**src/rtl/ahb_lite_single_initiator_if.sv**
```systemverilog
// AHB-Lite point-to-point bus between the single initiator (master) and one responder (slave).
interface ahb_lite_single_initiator_if #(
  parameter int AW = 32,
  parameter int DW = 32
);
  logic [AW-1:0] haddr;
  logic [DW-1:0] hwdata;
  logic          hsel;
  logic          hwrite;
  logic [1:0]    htrans;
  logic [2:0]    hsize;
  logic          hready;
  logic          hreadyout;
  logic          hresp;
  logic [DW-1:0] hrdata;

  modport master (
    output haddr, hwdata, hsel, hwrite, htrans, hsize, hready,
    input  hreadyout, hresp, hrdata
  );

  modport slave (
    input  haddr, hwdata, hsel, hwrite, htrans, hsize, hready,
    output hreadyout, hresp, hrdata
  );
endinterface

```
**src/rtl/ahb_lite_single_initiator.sv**
```systemverilog
// Single-outstanding AHB-Lite initiator: valid/ready request in, one-cycle response pulse out,
// with a per-phase wait-state timeout so a hung responder cannot stall the requester.
//
// state | meaning
// IDLE  | req_ready=1, waiting for a request
// ADDR  | NONSEQ address phase on the bus
// DATA  | data phase, waiting for hreadyout
// RSP   | rsp_valid pulse, response fields updated
module ahb_lite_single_initiator #(
  parameter int AHB_ADDR_WIDTH = 32,
  parameter int AHB_DATA_WIDTH = 32,
  parameter int TIMEOUT_CYCLES = 1024
) (
  input  logic                      clk,
  input  logic                      reset_n,
  input  logic                      req_valid,
  output logic                      req_ready,
  input  logic                      req_write,
  input  logic [AHB_ADDR_WIDTH-1:0] req_addr,
  input  logic [2:0]                req_size,
  input  logic [AHB_DATA_WIDTH-1:0] req_wdata,
  output logic                      rsp_valid,
  output logic                      rsp_error,
  output logic                      rsp_timeout,
  output logic [AHB_DATA_WIDTH-1:0] rsp_rdata,
  output logic                      busy_o,
  ahb_lite_single_initiator_if.master bus
);

  localparam logic [1:0] S_IDLE = 2'd0;
  localparam logic [1:0] S_ADDR = 2'd1;
  localparam logic [1:0] S_DATA = 2'd2;
  localparam logic [1:0] S_RSP  = 2'd3;

  localparam logic [1:0] HTRANS_IDLE   = 2'b00;
  localparam logic [1:0] HTRANS_NONSEQ = 2'b10;

  localparam int         MAX_SIZE   = $clog2(AHB_DATA_WIDTH / 8);
  localparam logic [2:0] MAX_SIZE_L = 3'(MAX_SIZE);

  localparam int             CW         = (TIMEOUT_CYCLES > 0) ? $clog2(TIMEOUT_CYCLES + 1) : 1;
  localparam int             TMO_LAST_I = (TIMEOUT_CYCLES > 0) ? TIMEOUT_CYCLES - 1 : 0;
  localparam logic [CW-1:0]  TMO_LAST   = CW'(TMO_LAST_I);

  logic [1:0]                state;
  logic                      lat_write;
  logic [AHB_DATA_WIDTH-1:0] lat_wdata;
  logic [AHB_ADDR_WIDTH-1:0] haddr_q;
  logic                      hwrite_q;
  logic [2:0]                hsize_q;
  logic                      hsel_q;
  logic [1:0]                htrans_q;
  logic [AHB_DATA_WIDTH-1:0] hwdata_q;
  logic [CW-1:0]             tmo_cnt;
  logic                      tmo_hit;
  logic [2:0]                align_mask;
  logic                      misaligned;

  always_comb begin
    align_mask = 3'b000;
    case (req_size[1:0])
      2'd0:    align_mask = 3'b000;
      2'd1:    align_mask = 3'b001;
      2'd2:    align_mask = 3'b011;
      default: align_mask = 3'b111;
    endcase
    misaligned = (req_size > MAX_SIZE_L) || (|(req_addr[2:0] & align_mask));
  end

  // A zero TIMEOUT_CYCLES disables the abort path entirely.
  assign tmo_hit = (TIMEOUT_CYCLES != 0) && !bus.hreadyout && (tmo_cnt == TMO_LAST);

  always_ff @(posedge clk or negedge reset_n) begin
    if (!reset_n) begin
      state       <= S_IDLE;
      lat_write   <= 1'b0;
      lat_wdata   <= '0;
      haddr_q     <= '0;
      hwrite_q    <= 1'b0;
      hsize_q     <= 3'd0;
      hsel_q      <= 1'b0;
      htrans_q    <= HTRANS_IDLE;
      hwdata_q    <= '0;
      tmo_cnt     <= '0;
      rsp_error   <= 1'b0;
      rsp_timeout <= 1'b0;
      rsp_rdata   <= '0;
    end else begin
      case (state)
        S_IDLE: begin
          if (req_valid) begin
            lat_write <= req_write;
            lat_wdata <= req_wdata;
            if (misaligned) begin
              state       <= S_RSP;
              rsp_error   <= 1'b1;
              rsp_timeout <= 1'b0;
              rsp_rdata   <= '0;
            end else begin
              state    <= S_ADDR;
              hsel_q   <= 1'b1;
              htrans_q <= HTRANS_NONSEQ;
              haddr_q  <= req_addr;
              hwrite_q <= req_write;
              hsize_q  <= req_size;
              tmo_cnt  <= '0;
            end
          end
        end
        S_ADDR: begin
          if (bus.hreadyout) begin
            state    <= S_DATA;
            hsel_q   <= 1'b0;
            htrans_q <= HTRANS_IDLE;
            hwdata_q <= lat_write ? lat_wdata : '0;
            tmo_cnt  <= '0;
          end else if (tmo_hit) begin
            state       <= S_RSP;
            hsel_q      <= 1'b0;
            htrans_q    <= HTRANS_IDLE;
            rsp_error   <= 1'b1;
            rsp_timeout <= 1'b1;
            rsp_rdata   <= '0;
          end else begin
            tmo_cnt <= tmo_cnt + CW'(1);
          end
        end
        S_DATA: begin
          // hresp with hreadyout low is the first error cycle; treat it as a plain wait state.
          if (bus.hreadyout) begin
            state       <= S_RSP;
            hwdata_q    <= '0;
            rsp_error   <= bus.hresp;
            rsp_timeout <= 1'b0;
            rsp_rdata   <= (!lat_write && !bus.hresp) ? bus.hrdata : '0;
          end else if (tmo_hit) begin
            state       <= S_RSP;
            hwdata_q    <= '0;
            rsp_error   <= 1'b1;
            rsp_timeout <= 1'b1;
            rsp_rdata   <= '0;
          end else begin
            tmo_cnt <= tmo_cnt + CW'(1);
          end
        end
        default: state <= S_IDLE;
      endcase
    end
  end

  assign req_ready  = (state == S_IDLE);
  assign busy_o     = (state != S_IDLE);
  assign rsp_valid  = (state == S_RSP);

  assign bus.haddr  = haddr_q;
  assign bus.hwrite = hwrite_q;
  assign bus.hsize  = hsize_q;
  assign bus.hsel   = hsel_q;
  assign bus.htrans = htrans_q;
  assign bus.hwdata = hwdata_q;
  assign bus.hready = bus.hreadyout;

endmodule
```
**src/flat_wrapper.sv**
```systemverilog
// flat-port wrapper written by rule: the top's interface ports become plain ports
module ahb_lite_single_initiator_flat 
#(
  parameter int AHB_ADDR_WIDTH = 32,
  parameter int AHB_DATA_WIDTH = 32,
  parameter int TIMEOUT_CYCLES = 1024
)
  (clk, reset_n, req_valid, req_ready, req_write, req_addr, req_size, req_wdata, rsp_valid, rsp_error, rsp_timeout, rsp_rdata, busy_o, bus_haddr, bus_hwdata, bus_hsel, bus_hwrite, bus_htrans, bus_hsize, bus_hready, bus_hreadyout, bus_hresp, bus_hrdata);
  ahb_lite_single_initiator_if bus_i ();
  input  logic clk;
  input  logic reset_n;
  input  logic req_valid;
  output logic req_ready;
  input  logic req_write;
  input  logic [AHB_ADDR_WIDTH-1:0] req_addr;
  input  logic [2:0] req_size;
  input  logic [AHB_DATA_WIDTH-1:0] req_wdata;
  output logic rsp_valid;
  output logic rsp_error;
  output logic rsp_timeout;
  output logic [AHB_DATA_WIDTH-1:0] rsp_rdata;
  output logic busy_o;
  output wire logic [$bits(bus_i.haddr)-1:0] bus_haddr;
  output wire logic [$bits(bus_i.hwdata)-1:0] bus_hwdata;
  output wire logic [$bits(bus_i.hsel)-1:0] bus_hsel;
  output wire logic [$bits(bus_i.hwrite)-1:0] bus_hwrite;
  output wire logic [$bits(bus_i.htrans)-1:0] bus_htrans;
  output wire logic [$bits(bus_i.hsize)-1:0] bus_hsize;
  output wire logic [$bits(bus_i.hready)-1:0] bus_hready;
  input wire logic [$bits(bus_i.hreadyout)-1:0] bus_hreadyout;
  input wire logic [$bits(bus_i.hresp)-1:0] bus_hresp;
  input wire logic [$bits(bus_i.hrdata)-1:0] bus_hrdata;
  assign bus_haddr = bus_i.haddr;
  assign bus_hwdata = bus_i.hwdata;
  assign bus_hsel = bus_i.hsel;
  assign bus_hwrite = bus_i.hwrite;
  assign bus_htrans = bus_i.htrans;
  assign bus_hsize = bus_i.hsize;
  assign bus_hready = bus_i.hready;
  assign bus_i.hreadyout = bus_hreadyout;
  assign bus_i.hresp = bus_hresp;
  assign bus_i.hrdata = bus_hrdata;
  ahb_lite_single_initiator #(.AHB_ADDR_WIDTH(AHB_ADDR_WIDTH), .AHB_DATA_WIDTH(AHB_DATA_WIDTH), .TIMEOUT_CYCLES(TIMEOUT_CYCLES)) u_core (.clk(clk), .reset_n(reset_n), .req_valid(req_valid), .req_ready(req_ready), .req_write(req_write), .req_addr(req_addr), .req_size(req_size), .req_wdata(req_wdata), .rsp_valid(rsp_valid), .rsp_error(rsp_error), .rsp_timeout(rsp_timeout), .rsp_rdata(rsp_rdata), .busy_o(busy_o), .bus(bus_i));
endmodule
```
**config.mk**
```make
export PLATFORM = sky130hd
export DESIGN_NAME = ahb_lite_single_initiator_flat
export DESIGN_NICKNAME = d
export VERILOG_FILES = /design/src/rtl/ahb_lite_single_initiator_if.sv /design/src/rtl/ahb_lite_single_initiator.sv /design/src/flat_wrapper.sv
export SDC_FILE = /design/constraint.sdc
export NUM_CORES = 1
export LEC_CHECK = 0
export CORE_ASPECT_RATIO = 1.75
export CORE_MARGIN = 2
export CORE_UTILIZATION = 45
export DETAILED_ROUTE_END_ITERATION = 6
export PLACE_DENSITY = 0.77
export SLEW_MARGIN = 5
export SYNTH_ARGS = -nofsm -noshare
export SYNTH_HDL_FRONTEND = slang
export SYNTH_SLANG_ARGS = --single-unit
export TNS_END_PERCENT = 100
```
**constraint.sdc**
```tcl
create_clock -name clk -period 5.6 [get_ports clk]
set_input_delay 0.56 -clock clk [delete_from_list [all_inputs] [get_ports clk]]
set_output_delay 0.56 -clock clk [all_outputs]
set_load 0.02 [all_outputs]
```
After elaboration in Yosys (flattened, before gate mapping) --
Cells that the tools add are included.
Word-level totals: input bits 105, word-level logic and storage cells 97, output and inout port bits 109, bits in registers 151
Operators by class: multiplexer cells 47, add/sub/neg operators 1, reduce and logical (&&, ||, !) cells 19, equality and inequality tests 14, magnitude comparators 1, bitwise operators 2
Operator list (count):
- two-way mux 32 bit | 10
- one-hot mux 32 bit (3 select lines) | 1
- one-hot mux 32 bit (2 select lines) | 1
- two-way mux 11 bit | 5
- one-hot mux 11 bit (3 select lines) | 1
- two-way mux 2 bit | 9
- two-way mux 1 bit | 14
- AND reduction 4 bit | 3
- adder 11 x 1 -> 11 bit (second input constant) | 1
- equality test 11 x 10 -> 1 bit (second input constant) | 1
- != test 2 bit (second input constant) | 5
- one-hot mux 3 bit (3 select lines) | 1
- equality test 2 bit (second input constant) | 3
- != test 3 x 2 -> 1 bit (second input constant) | 2
- one-hot mux 1 bit (3 select lines) | 2
- one-hot mux 2 bit (3 select lines) | 1
- AND reduction 3 bit | 2
- nonzero test 2 bit | 3
- equality test 2 x 1 -> 1 bit (second input constant) | 2
- zero test 2 bit | 2
- one-hot mux 2 bit (2 select lines) | 1
- AND 3 bit | 1
- greater-than comparator 3 x 2 -> 1 bit (second input constant) | 1
- zero test 1 bit | 3
- 8 further kinds | 9

Depth between registers and ports, before layout --
depth after elaboration 8, depth in mapped cells 9

Worst setup path after synthesis --
No wires, ideal clock.
kind register to register, start point reg u_core.state[1], end point reg u_core.rsp_rdata[10], arrival time 1.901 ns, slack 3.578 ns, clock period less this slack 2.022 ns, cell stages (with the launch flop) 10, required time 5.479 ns, cell sequence dfrtp_1 -> inv_1 -> ha_1 -> nand2_2 -> a21oi_1 -> a32o_1 -> buf_2 -> clkbuf_1 -> o21ai_0 -> a22o_1
Between the ends: cells in the longest elaborated chain, start to end 3
Ends and longest elaborated chain:
- start, declared | line ahb_lite_single_initiator.sv:45 | logic [1:0] state;
- start signal, assigned | line ahb_lite_single_initiator.sv:75 | state <= S_IDLE;
- start signal, assigned | line ahb_lite_single_initiator.sv:95 | state <= S_RSP;
- start signal, assigned | line ahb_lite_single_initiator.sv:100 | state <= S_ADDR;
- zero test 2 bit *
- named net req_ready | line flat_wrapper.sv:13 | output logic req_ready;
- != test 2 x 1 -> 1 bit (no source line), or another cell as far along
- AND reduction 4 bit (no source line)
- end signal, assigned | line ahb_lite_single_initiator.sv:135 | rsp_rdata <= (!lat_write && !bus.hresp) ? bus.hrdata : '0;
- end, declared | line ahb_lite_single_initiator.sv:25 | output logic [AHB_DATA_WIDTH-1:0] rsp_rdata,
The timed path passes the listed nets; every way through them passes the cells marked *. A chain may end at the register's enable or synchronous reset.

Final worst setup path --
start point reg u_core.state[1], end point reg u_core.rsp_rdata[27]
Between the ends: cells in the longest elaborated chain, start to end 3
Ends and longest elaborated chain:
- equality test 2 x 1 -> 1 bit, or another cell as far along | line ahb_lite_single_initiator.sv:89 | case (state)
- != test 2 bit (no source line), or another cell as far along
- AND reduction 4 bit (no source line)
Several ways; a longest one is shown, not always the timed one.

==> key figures <==
Outcome
  • Status: finished clean

Logic synthesis
  • Post-synth net total: ~740
  • Post-Syn Area: roughly 0.0068 sq mm
  • Synth Area in Simple Gates: about a tenth
  • Synth Warn #: 0
  • Synth Area in XOR/XNOR: 0%
  • Register area share after synthesis: a little under three fifths
  • Largest family of logic cells by synthesized area: compound AO/OA/AOI/OAI gates
  • Main synth FF type: dfrtp_1
  • Post-synth cell types: 49
  • Synthesized flop and latch total: roughly 150
  • Syn avg cell area: ~11 sq um
  • Post-synth ARST share: 100%
  • Synth Area in Adders: 0.924%
  • Number of synthesized flops with an enable pin: 0
  • Mux share of post-synthesis cell area: approximately 12%
  • Gate Count Post-Synth: between 600 and 700
  • Compound-Gate Fraction of Synth Area: 15.8%

Placement
  • Detailed placement HPWL: roughly 13 mm
  • Port Buffers: approximately 210
  • Placed instance count: between 900 and 1,000
  • Gpl congestion: about 0.9

Pwr
  • Internal Power: roughly 0.0032 W
  • Power per cell area: 550 mW/mm^2
  • Net switching power: roughly 0.0020 W
  • Max rail drop VDD: between 0.0002 and 0.0003 V
  • Sequential Power Share: between 30% and 40%
  • P_leak: roughly 4.2 nW
  • Combinational Power Share: 45.6%
  • Clock power frac: about 22%
  • Sw frac: between 30 and 40%

Worst setup path
  • Worst endpoint data arrival time: 3.59 ns
  • Critical-path maximum fanout: 37
  • R2r worst-path depth: 7
  • Worst setup SP type: register
  • Req. time, crit path: approximately 6 ns
  • CP Class: register to register
  • CP delay by family, top: compound AO/OA/AOI/OAI gates
  • Worst reg2reg startpoint: u_core.state[1]$_DFFE_PN0N_
  • Max stage delay cell, worst path: a32o_1
  • Critical path buffers and inverters: 1
  • Critical path, cell by cell: inv_1 -> ha_1 -> nand2_2 -> a21oi_1 -> a32o_1 -> o21ai_0 -> a22o_1
  • CP Capture Type: register
  • Reg2reg end: u_core.rsp_rdata[27]$_DFFE_PN0P_
  • Slowest stage delay, CP: 0.99 ns
  • R2R setup slack: 2.31 ns

Timing
  • Final hold vios: 0
  • Endpoints failing setup: 0
  • Rel. slew slack: between 10% and 20%
  • Fin. max-slew vios: 0
  • Worst Skew: between 0.01 and 0.015 ns
  • Max frequency: 304 MHz
  • Worst Max-Slew Pin Slew: between 1 and 1.5 ns
  • Post-route minimum period: ~3.3 ns
  • Post-Route Setup TNS: 0 ns
  • Period utilization: 58.8%
  • RSZ-0062 raised after global routing: false

Global route
  • Largest net degree at the start of global routing: 96
  • Initial antenna violation count: 0
  • First-pass GRT wire length: between 20 and 30 mm
  • Total GRT Usage: 22.5%
  • Vias in the first global route: 5,864
  • Grt ovf: 0

Clock tree
  • # hold bufs at CTS: 0
  • Worst-path clk slew: 0.07 ns
  • Clock sink total: approximately 150
  • CTS tree: built
  • Worst-Skew Late Latency: 0.41 ns
  • H-tree levels: 4
  • TritonCTS Buffers: 17
  • Postcts setup bufs: 0
  • Cts repair resizes: 0
  • Clock root buffer: clkbuf_16
  • Clock Path Buffers: 2

Drt
  • First-iteration detailed-routing DRC count: between 300 and 400
  • Vias per cell: about 5.5
  • Via Count: 5,589
  • DRC: 0
  • Pre-antenna DRT Iters: 5
  • Routed WL: ~18 mm
  • Post-route ant nets: 0
  • WL per Instance: 18.0 microns

Finish
  • Ant. Diodes: 0
  • Net count, final: slightly above 900
  • Multi-input gate area: roughly 0.0026 sq mm
  • Layout cells sized above 1: between 10% and 20%
  • Commonest non-fill, non-tap cell in the layout: clkdlybuf4s50_1
  • Non-Filler Instances: 1,012
  • Area grow syn2layout: 40.1%
  • Fillers: 1,171
  • Register Area: 0.00373 sq mm
  • Commonest cells after routing, fill and taps aside: 211 x clkdlybuf4s50_1, 149 x dfrtp_1, 76 x nand2_1, 71 x o21ai_0, 66 x mux2_2

Min path
  • Worst Hold Class: primary input to asynchronous set/reset pin

Die
  • Ports: ~210
  • Die ar.: 0.0161 sq mm
  • Total core area: between 0.01 and 0.015 sq mm
  • Die width: slightly below 100 microns
  • Die height: 166 microns
  • Cell Rows: 59
  • Initial Util: between 40% and 50%

Run
  • Max Cap Violations: 0
==> per-stage QoR <==
step	hold WS [ns]	power (W)	utilization, %	instance area, sq um	worst slack [ns]
final	0.232	0.00521	64.2	9480	2.31
after global placement	0.453	0.00395	60.2	8880	2.19
after detailed placement	0.458	0.00406	60.2	8880	2.04
after floorplan	0.264	0.00321	-	6770	3.58
after global routing	0.288	0.00554	64.2	9480	1.99
after CTS	0.255	0.00524	64.2	9480	2.35
==> worst max path at each step <==
stage | startpoint | to | slack (ns) | depth (start not counted)
after floorplan | u_core.state[1]$_DFFE_PN0N_ | u_core.rsp_rdata[10]$_DFFE_PN0P_ | 3.58 | 9
after global placement | req_valid | u_core.rsp_rdata[4]$_DFFE_PN0P_ | 2.19 | 6
after detailed placement | req_valid | u_core.rsp_rdata[14]$_DFFE_PN0P_ | 2.04 | 6
after CTS | u_core.state[1]$_DFFE_PN0N_ | u_core.rsp_rdata[27]$_DFFE_PN0P_ | 2.35 | 7
after global routing | u_core.state[0]$_DFFE_PN0N_ | u_core.rsp_rdata[5]$_DFFE_PN0P_ | 1.99 | 7
final | u_core.state[1]$_DFFE_PN0N_ | u_core.rsp_rdata[27]$_DFFE_PN0P_ | 2.31 | 7
==> registers in the layout, indices dropped and copies added, names as in the netlist, 2 cells and up <==
name,count
u_core.bus.hsize,3
u_core.lat_wdata,32
u_core.tmo_cnt,11
u_core.rsp_rdata,32
u_core.bus.hwdata,32
u_core.bus.haddr,32
u_core.state,2
==> metal layers <==
metal | vias to the layer above | wire length (microns) | share of wire [%] | global-route usage [%]
li1 | 2579 | - | - | -
met1 | 2741 | 6940 | 38 | 26.4
met2 | 243 | 9840 | 54 | 40.5
met3 | 26 | 1110 | 6.1 | 5.26
met4 | 0 | 332 | 1.8 | 7.29
met5 | - | 0 | 0 | 0
==> Yosys cell counts (all sizes together), types with 2 or more instances <==
master | n | area, sq um
a41oi | 4 | 35.0
o21a | 3 | 22.5
inv | 32 | 120
buf | 30 | 228
nand3 | 40 | 205
a211oi | 2 | 27.5
nand4 | 4 | 25.0
or2 | 3 | 18.8
dfrtp | 149 | 3730
nor3 | 3 | 15.0
a22o | 31 | 272
clkbuf | 19 | 73.8
nor2b | 3 | 18.8
o31ai | 2 | 15.0
nor2 | 12 | 45.0
o21ai | 71 | 355
ha | 5 | 62.6
and3 | 2 | 13.8
a21oi | 43 | 215
nand2 | 77 | 292
a31oi | 7 | 43.8
mux2 | 68 | 773
and2 | 2 | 13.8
o31a | 2 | 17.5
==> cell type report <==
cell class	count	area share [%]
sequential	149	39.3
multi-input combinational	398	27.7
timing repair buffer	219	22.9
inverter	32	1.27
clock buffer	18	4.53
clock inverter	13	1.83
tap	183	2.41
==> power groups by stage <==
stage               Clock [W]  Sequential (W)  Combinational, W
floorplan                   0         0.00193           0.00129
global placement            0         0.00166           0.00229
detailed placement          0         0.00168           0.00238
CTS                   0.00119         0.00167           0.00239
global route          0.00124         0.00171           0.00259
finish                0.00117         0.00167           0.00238
==> kinds of logic after synthesis <==
| group | after synthesis |
|---|---|
| compound gates | 172 |
| mux | 69 |
| simple gates | 151 |
| flops | 149 |
| fa+ha+maj | 5 |
| buf+inv | 81 |
| other cells | 1 |
Note: power is estimated with default switching activity, not from simulation.
